`config.mk`:
```
export PLATFORM = sky130hd
export DESIGN_NAME = regfile_write_scheduler
export DESIGN_NICKNAME = d
export VERILOG_FILES = /design/src/rtl/regfile_write_scheduler_pkg.sv /design/src/rtl/regfile_write_scheduler_wb_queue_lookup.sv /design/src/rtl/regfile_write_scheduler.sv
export SDC_FILE = /design/constraint.sdc
export NUM_CORES = 1
export LEC_CHECK = 0
export BUFFER_PORTS_ARGS = -buffer_cell sky130_fd_sc_hd__buf_2
export CORE_UTILIZATION = 28
export DETAILED_ROUTE_END_ITERATION = 8
export RECOVER_POWER = 100
export SLEW_MARGIN = 10
export SYNTH_ARGS = -nofsm -noshare
export SYNTH_HDL_FRONTEND = slang
export SYNTH_SLANG_ARGS = --single-unit
```
`constraint.sdc`:
```
create_clock -name Clk -period 4.9 [get_ports Clk]
set_input_delay 0 -clock Clk [delete_from_list [all_inputs] [get_ports Clk]]
set_output_delay 0 -clock Clk [all_outputs]
set_load 0.05 [all_outputs]
```
`src/rtl/regfile_write_scheduler_pkg.sv`:
```
// Write-back types shared by the register file, decode, mult/div and the write scheduler.
package regfile_write_scheduler_pkg;
    localparam int WIDTH  = 32;
    localparam int AWIDTH = 5;
    localparam logic [AWIDTH-1:0] REG_ZERO = 5'd0;

    typedef struct packed {
        logic [AWIDTH-1:0] rd;
        logic [WIDTH-1:0]  data;
    } wb_entry_t;
endpackage

```
`src/rtl/regfile_write_scheduler_wb_queue_lookup.sv`:
```
// Entry storage for the write-back queue plus two youngest-first forwarding lookups.
module wb_queue_lookup
    import regfile_write_scheduler_pkg::*;
#(
    parameter int DEPTH = 4,
    parameter int PW    = $clog2(DEPTH)
) (
    input  logic                        clk_i,
    input  logic                        we_a_i,
    input  logic [PW-1:0]               idx_a_i,
    input  wb_entry_t                   ent_a_i,
    input  logic                        we_b_i,
    input  logic [PW-1:0]               idx_b_i,
    input  wb_entry_t                   ent_b_i,
    input  logic [PW-1:0]               head_i,
    input  logic [PW:0]                 count_i,
    output wb_entry_t                   head_ent_o,
    input  logic                        out_vld_i,
    input  wb_entry_t                   out_ent_i,
    input  logic [1:0][AWIDTH-1:0]      lk_reg_i,
    output logic [1:0]                  lk_hit_o,
    output logic [1:0][WIDTH-1:0]       lk_data_o
);
    localparam int CW = PW + 1;

    wb_entry_t mem_q [DEPTH];

    // Storage writes; the two push slots never collide because B lands after A.
    always_ff @(posedge clk_i) begin
        if (we_a_i) mem_q[idx_a_i] <= ent_a_i;
        if (we_b_i) mem_q[idx_b_i] <= ent_b_i;
    end

    assign head_ent_o = mem_q[head_i];

    for (genvar p = 0; p < 2; p++) begin : g_lk
        logic             hit;
        logic [WIDTH-1:0] data;

        // Walk oldest to youngest so later matches overwrite earlier ones; the output stage is oldest.
        always_comb begin
            hit  = 1'b0;
            data = '0;
            if (lk_reg_i[p] != REG_ZERO) begin
                if (out_vld_i && out_ent_i.rd == lk_reg_i[p]) begin
                    hit  = 1'b1;
                    data = out_ent_i.data;
                end
                for (int i = 0; i < DEPTH; i++) begin
                    if (CW'(i) < count_i && mem_q[head_i + PW'(i)].rd == lk_reg_i[p]) begin
                        hit  = 1'b1;
                        data = mem_q[head_i + PW'(i)].data;
                    end
                end
            end
        end

        assign lk_hit_o[p]  = hit;
        assign lk_data_o[p] = data;
    end
endmodule

```
`src/rtl/regfile_write_scheduler.sv`:
```
// Merges pipeline and mult/div write-backs into an in-order queue and drains one write per cycle.
module regfile_write_scheduler #(
    parameter int DEPTH  = 4,
    parameter int WIDTH  = 32,
    parameter int AWIDTH = 5
) (
    input  logic              Clk,
    input  logic              Reset,
    input  logic              AValid,
    input  logic [AWIDTH-1:0] AReg,
    input  logic [WIDTH-1:0]  AData,
    input  logic              BValid,
    input  logic [AWIDTH-1:0] BReg,
    input  logic [WIDTH-1:0]  BData,
    output logic              BReady,
    output logic              Stall,
    input  logic [AWIDTH-1:0] LookupReg1,
    output logic              LookupHit1,
    output logic [WIDTH-1:0]  LookupData1,
    input  logic [AWIDTH-1:0] LookupReg2,
    output logic              LookupHit2,
    output logic [WIDTH-1:0]  LookupData2,
    output logic [AWIDTH-1:0] WriteRegister,
    output logic [WIDTH-1:0]  WriteData,
    output logic              RegWrite,
    output logic              OverflowErr
);
    localparam int PW = $clog2(DEPTH);
    localparam int CW = PW + 1;

    logic [PW-1:0] head_q, head_d, tail_q, tail_d, idx_b;
    logic [CW-1:0] count_q, count_d;
    logic          a_acc, b_push, b_room, pop;

    regfile_write_scheduler_pkg::wb_entry_t ent_a, ent_b, head_ent, out_ent;
    logic [1:0][AWIDTH-1:0] lk_reg;
    logic [1:0]             lk_hit;
    logic [1:0][WIDTH-1:0]  lk_data;

    // Stall leaves a slot free so a same-cycle B push always fits behind an accepted A.
    assign Stall  = count_q >= CW'(DEPTH - 1);
    assign a_acc  = AValid && !Stall && (AReg != '0);
    assign b_room = (count_q + CW'(a_acc)) < CW'(DEPTH);
    assign b_push = BValid && (BReg != '0) && b_room;
    // Register-0 writes are acknowledged immediately and simply discarded.
    assign BReady = BValid && ((BReg == '0) || b_room);
    assign pop    = count_q != '0;

    assign idx_b   = a_acc ? tail_q + PW'(1) : tail_q;
    assign tail_d  = tail_q + PW'(a_acc) + PW'(b_push);
    assign head_d  = head_q + PW'(pop);
    assign count_d = count_q + CW'(a_acc) + CW'(b_push) - CW'(pop);

    assign ent_a   = '{rd: AReg, data: AData};
    assign ent_b   = '{rd: BReg, data: BData};
    assign out_ent = '{rd: WriteRegister, data: WriteData};
    assign lk_reg  = {LookupReg2, LookupReg1};

    // Queue pointers and occupancy.
    always_ff @(posedge Clk) begin
        if (Reset) begin
            head_q  <= '0;
            tail_q  <= '0;
            count_q <= '0;
        end else begin
            head_q  <= head_d;
            tail_q  <= tail_d;
            count_q <= count_d;
        end
    end

    // Output stage: register-file port, holds address/data when idle.
    always_ff @(posedge Clk) begin
        if (Reset) begin
            RegWrite      <= 1'b0;
            WriteRegister <= '0;
            WriteData     <= '0;
        end else if (pop) begin
            RegWrite      <= 1'b1;
            WriteRegister <= head_ent.rd;
            WriteData     <= head_ent.data;
        end else begin
            RegWrite      <= 1'b0;
        end
    end

    // Sticky flag for a source-A request that arrived while stalled.
    always_ff @(posedge Clk) begin
        if (Reset)                OverflowErr <= 1'b0;
        else if (AValid && Stall) OverflowErr <= 1'b1;
    end

    wb_queue_lookup #(.DEPTH(DEPTH)) u_q (
        .clk_i      (Clk),
        .we_a_i     (a_acc),
        .idx_a_i    (tail_q),
        .ent_a_i    (ent_a),
        .we_b_i     (b_push),
        .idx_b_i    (idx_b),
        .ent_b_i    (ent_b),
        .head_i     (head_q),
        .count_i    (count_q),
        .head_ent_o (head_ent),
        .out_vld_i  (RegWrite),
        .out_ent_i  (out_ent),
        .lk_reg_i   (lk_reg),
        .lk_hit_o   (lk_hit),
        .lk_data_o  (lk_data)
    );

    assign LookupHit1  = lk_hit[0];
    assign LookupData1 = lk_data[0];
    assign LookupHit2  = lk_hit[1];
    assign LookupData2 = lk_data[1];
endmodule

```
**Word level (Yosys, flattened, before mapping)**

Memories as Yosys holds them, arrays and structs flattened. A register that Yosys moved wholly into a read port is not among the register bits.
Index checks and enable logic that the tools add are counted.

- Add/subtract/negate cells: 10
- $lt $le $gt $ge: 6
- Mux-type cells: 31
- Reduce and logical (&&, ||, !) cells: 24
- Equality and inequality tests: 10

Operators with widths:

| kind | count |
|---|---|
| 2-to-1 mux 32 bit | 12 |
| equality test 5 bit | 10 |
| nonzero test 5 bit | 4 |
| 2-to-1 mux 1 bit | 17 |
| logical AND 1 bit | 16 |
| adder 2 x 1 -> 2 bit | 3 |
| adder 3 x 1 -> 3 bit | 2 |
| < comparator 1 x 3 -> 1 bit (first input constant) | 2 |
| < comparator 2 x 3 -> 1 bit (first input constant) | 2 |
| logical NOT 5 bit | 1 |
| adder 2 x 1 -> 2 bit (second input constant) | 2 |
| adder 2 bit (second input constant) | 2 |
| 2-to-1 mux 2 bit | 2 |
| greater-or-equal comparator 3 x 2 -> 1 bit (second input constant) | 1 |
| < comparator 3 bit (second input constant) | 1 |
| nonzero test 3 bit | 1 |
| subtractor 3 x 1 -> 3 bit | 1 |
| logical NOT 1 bit | 1 |
| logical OR 1 bit | 1 |

- Memories: 1
- Register bits after elaboration: 46
- Bits in writable memories: 148
- Output and inout port bits: 107
- Bits of input ports: 88
- Logic and storage cells: 89

Memories:

| name | depth | bits a word | rd ports | clocked after Yosys merged registers in | wr ports | line | text |
|---|---|---|---|---|---|---|---|
| u_q.mem_q | 4 | 37 | 4 | 1 | 2 | regfile_write_scheduler_wb_queue_lookup.sv:26 | `wb_entry_t mem_q [DEPTH];` |

**Logic depth before layout (Yosys ltp)**

- Depth after elaboration: 9
- Mapped depth: 15
- Mapped depth without buffers: 14

**By module**

From an unflattened synthesis, not the netlist that was laid out.

- Cell total of the unflattened synthesis: 1480
- Area total of the unflattened synthesis: 14820.5 um^2

By module, submodules not included:

| module | cells each | sequential area each (um^2) | times used | area an instance (um^2) |
|---|---|---|---|---|
| wb_queue_lookup | 1268 | 4444.3 | 1 | 13066.3 |
| regfile_write_scheduler | 212 | 920.9 | 1 | 1754.2 |

**Least setup slack after synthesis**

Ideal clock, no wire load.

- Kind: register to register
- From: register count_q[2]
- To: memory u_q.mem_q[3][0] (netlist name) (enable)
- Cell stages (with the launch flop): 13
- Path buffers: 3
- Clock period less this slack: 4050 ps
- Required time: 4507 ps
- Library setup time: 393 ps
- Arrival: 3657 ps
- Setup slack: 850 ps
- Cells stage by stage: dfxtp_1 -> a21o_1 -> nor3b_1 -> clkbuf_1 -> ha_1 -> ha_1 -> xnor2_1 -> nand2_1 -> nor2_1 -> a21boi_1 -> buf_2 -> buf_2 -> a21o_1

RTL lines:

| item | line | text |
|---|---|---|
| start: declaration | regfile_write_scheduler.sv:32 | `logic [CW-1:0] count_q, count_d;` |
| start signal: assignment | regfile_write_scheduler.sv:68 | `count_q <= count_d;` |
| end: declaration | regfile_write_scheduler_wb_queue_lookup.sv:26 |  |

**Worst setup path after layout**

- From: register head_q[0]
- To: output LookupData2[3]

- Cells in the longest elaborated chain, start to end: 8
- Elaborated cells on any way between the ends: 14
- Those cells by class: add/sub: 3; eq/ne: 3; mux: 4; reduce/logical: 3; memory: 1

RTL lines:

| item | line | text |
|---|---|---|
| start: declaration | regfile_write_scheduler.sv:31 | `logic [PW-1:0] head_q, head_d, tail_q, tail_d, idx_b;` |
| start signal: assignment | regfile_write_scheduler.sv:62 | `head_q <= '0;` |
| start signal: assignment | regfile_write_scheduler.sv:66 | `head_q <= head_d;` |
| adder 2 x 1 -> 2 bit | regfile_write_scheduler_wb_queue_lookup.sv:50, regfile_write_scheduler_wb_queue_lookup.sv:52 |  |
| memory (4 x 37 bit) * | - |  |
| equality test 5 bit | regfile_write_scheduler_wb_queue_lookup.sv:50 | `if (CW'(i) < count_i && mem_q[head_i + PW'(i)].rd == lk_reg_i[p]) begin` |
| logical AND 1 bit | regfile_write_scheduler_wb_queue_lookup.sv:50 |  |
| 2-to-1 mux 32 bit (2 in a row) | regfile_write_scheduler_wb_queue_lookup.sv:50 |  |
| 2-to-1 mux 32 bit * | regfile_write_scheduler_wb_queue_lookup.sv:50 |  |
| 2-to-1 mux 32 bit * | regfile_write_scheduler_wb_queue_lookup.sv:44 | `if (lk_reg_i[p] != REG_ZERO) begin` |
| end: declaration | regfile_write_scheduler.sv:22 | `output logic [WIDTH-1:0] LookupData2,` |

Mark *: on every way between the ends. The rest lies on a longest branch, timed or not.

==> impl_metrics.tcl <==
set metrics [dict create \
    mappedNetlistArea_um2 14800 \
    grt_first_pass_wirelength_mm 82.2 \
    cts.repair.resized 0 \
    critical_path.top_delay_family "simple AND/OR/NAND/NOR gates" \
    design.portCount 195 \
    critical_path.reg2reg.startpoint "count_q[2]$_SDFF_PP0_" \
    synth_area_per_cell_um2 9.65 \
    num_antenna_cells 0 \
    worst_ir_drop_vdd_mv 0.437 \
    maximum_number_of_pins_on_one_net_before_global_route_repair 98 \
    gate_count_of_the_mapped_netlist 1529 \
    core_um2 51700 \
    synth_enable_flop_cells 148 \
    combinationalPowerShare_pct 59.1 \
    tritoncts_clock_tree "yes" \
    cts.clk_slew.worst_paths_ns 0.08 \
    timing.critical_path.from_type "flop" \
    layout.nets 1846 \
    max_stage_delay_ns 0.87 \
    status "finished with violations" \
    max_freq_mhz 218 \
    clock_tree.root_cell "clkbuf_16" \
    final_antenna_net_count 0 \
    cp_num_cells 9 \
    num_rows 83 \
    switching_share_pct 51.6 \
    drv.max_cap_violation_count 3 \
    r2r_cells 8 \
    drt_first_pass_iters 8 \
    rd_place_congestion 0.831 \
    critical_path_peak_fanout 29 \
    hold_path.class "input pin to flop" \
    report.final.setup_viol 0 \
    grt_setup_unrepaired "no" \
    clock_insertion_delay_worst_skew_ns 0.51 \
    wl_mm 55.6 \
    ys_async_sr_fraction_pct 0 \
    power.leakage_nw 5.84 \
    detail_route.iter0.violations 1418 \
    cp_cell_sequence "mux4_2 -> xnor2_1 -> nand4_2 -> nor2_4 -> nor2_2 -> buf_4 -> a211oi_1 -> o31ai_1 -> clkbuf_2" \
    finish.instance_area_um2 17900 \
    synth_seq_cells 194 \
    yosys_most_used_dff "edfxtp_1" \
    worst_hold_path.num_cells 3 \
    tritoncts_num_sinks 194 \
    routedWlPerCell_um 22.8 \
    power_frac_clock_pct 13.6 \
    place_area_um2 16400 \
    die_h_um 232 \
    totalNegativeSetupSlack_ns 0 \
    floorplan.initialDensity_pct 28.5 \
    cts_buffers 17 \
    finalHoldViolations 0 \
    setup.reg_to_reg.worst_slack_ns 0.63 \
    r2r_end "u_q.mem_q[1][5]$_DFFE_PP_" \
    max_slew.worst_pin.slew_ns 1.68 \
    power-per-cell-area_nw_per_um2 627 \
    worst_setup_path_end_kind "output pin" \
    worstHoldEndpoint "head_q[1]$_SDFF_PP0_" \
    seqPwrFrac_pct 27.3 \
    number_of_antenna_violations_at_the_first_check_in_global_routing 0 \
    globalRouteOverflowTotal 0 \
    clock_skew_ns 0.0143 \
    p_int_mw 5.43 \
    cts.htree.levels 4 \
    net-switching-power_mw 5.79 \
    die_width_um 232 \
    die_area_um2 53600 \
    synth_fp_nets 1628 \
    remaining_max_slew_budget_at_the_tightest_pin_pct -12.2 \
    finalMaxSlewViolations 99 \
    grt_use_total_pct 20.5 \
    criticalPathCategory "flop to output pin" \
    vias 13700 \
    place.detailed.hpwl_mm 36.6 \
    period_share_pct 93.5 \
    clock_path_buffers 2 \
    numPortBuffers 194 \
    drcViolationCount 0 \
    drive_gt1_share_pct 23.0 \
    hp-start "Reset" \
    critPathBufInv 2 \
    post_layout_min_period_ns 4.58 \
    timing.critical_path.slowest_stage_cell "nor2_2" \
    ys_seq_area_share_pct 36.4 \
    synth-warning-count 0 \
    violated_checks "capacitance limit, slew limit" \
    drt-vias-per-instance 5.62 \
    critical_path_data_required_time_ns 4.90 \
    synthToLayoutAreaGrowth_pct 21.1 \
    cp.arrival_ns 4.58 \
    number_of_global_route_vias_before_repair 13500 \
    synth.distinct_cells 60 \
]
registers in the layout (all words and copies together), names as in the netlist:
| register | count |
|---|---|
| u_q.mem_q | 148 |
| WriteData | 32 |
| WriteRegister | 5 |
| RegWrite | 1 |
| head_q | 2 |
| tail_q | 2 |
| OverflowErr | 1 |
| count_q | 3 |
cell type report:
cell class	count	area [µm²]
clock inverters	12	146
flip-flops and latches	194	5370
clock buffers	20	447
well taps	680	851
repair buffers	344	2250
fillers	5304	33800
multi-input cells	1183	8770
inverters	7	28.8
how the worst max path moves through the flow:
stage,startpoint,endpoint,slack [ns]
after global placement,head_q[1]$_SDFF_PP0_,LookupData2[0],1.21
after CTS,head_q[1]$_SDFF_PP0_,LookupData2[0],0.63
final,head_q[0]$_SDFF_PP0_,LookupData2[3],0.32
after detailed placement,head_q[1]$_SDFF_PP0_,LookupData2[0],1.21
after global routing,head_q[0]$_SDFF_PP0_,LookupData2[3],0.20
after floorplan,count_q[2]$_SDFF_PP0_,u_q.mem_q[3][0]$_DFFE_PP_,0.85
synth_stat cells, drive strengths merged, types with 2 or more instances:
library cell    n  share of area, %
a221oi         31               2.0
o221ai         31               1.8
a31oi           5              0.21
inv             6              0.15
nand2         187               4.8
mux2i          70               4.7
nor2          150               3.9
xor2           19               1.1
nand3          36               1.2
o21ai          97               3.3
o311ai         27               1.6
and2           32               1.4
ha              9              0.76
a21oi          69               2.3
edfxtp        148                30
fa              2              0.27
a311o          31               2.1
nor4            7              0.38
clkbuf         86               2.2
or3             2             0.085
o21a            4              0.21
or4             3              0.15
o211ai         52               2.6
mux4           20               3.1
a21boi          3              0.15
dfxtp          46               6.2
nor3b           6              0.31
buf            59               2.4
mux2          213                16
a21o            3              0.15
o31ai           6              0.31
nand2b          6              0.25
nor3            8              0.31
nor2b           4              0.17
xnor2          38               2.3
nand4           4              0.21
worst reg2reg max path, cell delays in order (launching register included):
cell and delay [ns]:
dfxtp_1 0.36, a21o_1 0.22, nor3b_1 0.34, buf_4 0.26
nor3_1 0.08, o21ai_2 1.28, buf_4 0.53, mux2_2 0.39
dlygate4sd3_1 0.55
layout by cell type, fill, tap and decap left out, drive strengths merged, types with 69 or more instances in the layout:
master,netlist,final
o21ai,97,97
nand2,187,187
clkbuf,86,128
a21oi,69,69
edfxtp,148,148
dlygate4sd3,0,112
buf,59,124
mux2,213,213
mux2i,70,70
nor2,150,150
power by group through the flow:
stage          Sequential, mW  Combinational [mW]  Clock, mW
2_1_floorplan            3.39                4.45          0
3_3_place_gp             3.05                6.47          0
3_5_place_dp             3.08                6.61          0
4_1_cts                  3.04                6.75       1.56
5_1_grt                  3.14                7.07       1.61
6_report                 3.06                6.62       1.52
stage by stage:
stage	total power, mW	cells	hold WS [ns]	worst slack (ns)	utilization, %
CTS	11.3	2440	0.0967	0.629	35.0
detailed placement	9.68	2296	0.343	1.21	31.7
global placement	9.52	2296	0.330	1.21	31.7
global route	11.8	2440	0.136	0.201	34.6
finish	11.2	2440	0.123	0.319	34.6
floorplan	7.83	1529	0.141	0.850	-
cells by family after synthesis:
| family | count (synthesis) | synth area share (%) |
|---|---|---|
| xor gates and xnor gates | 57 | 3.43 |
| AOI/OAI and AO/OA | 363 | 17.1 |
| and+or+nand+nor | 449 | 13.3 |
| muxes | 303 | 24.1 |
| buffers and inverters | 152 | 4.76 |
| adders and majority gates | 11 | 1.03 |
| DFF | 194 | 36.4 |
metal layers:
metal	global-route usage (%)	vias to the layer above	share of wire, %
met5	0	-	0
met4	8.35	0	3.2
met3	4.47	134	7.3
met2	34.1	664	47
met1	25.6	6704	42
li1	-	6202	-
timing repair:
| item | in CTS | in global routing |
|---|---|---|
| hold endpoints to repair | 149 | 0 |
| setup buffers | 0 | 0 |
| hold buffers | 112 | 0 |
No activity file was read; power rests on OpenSTA's default activity.
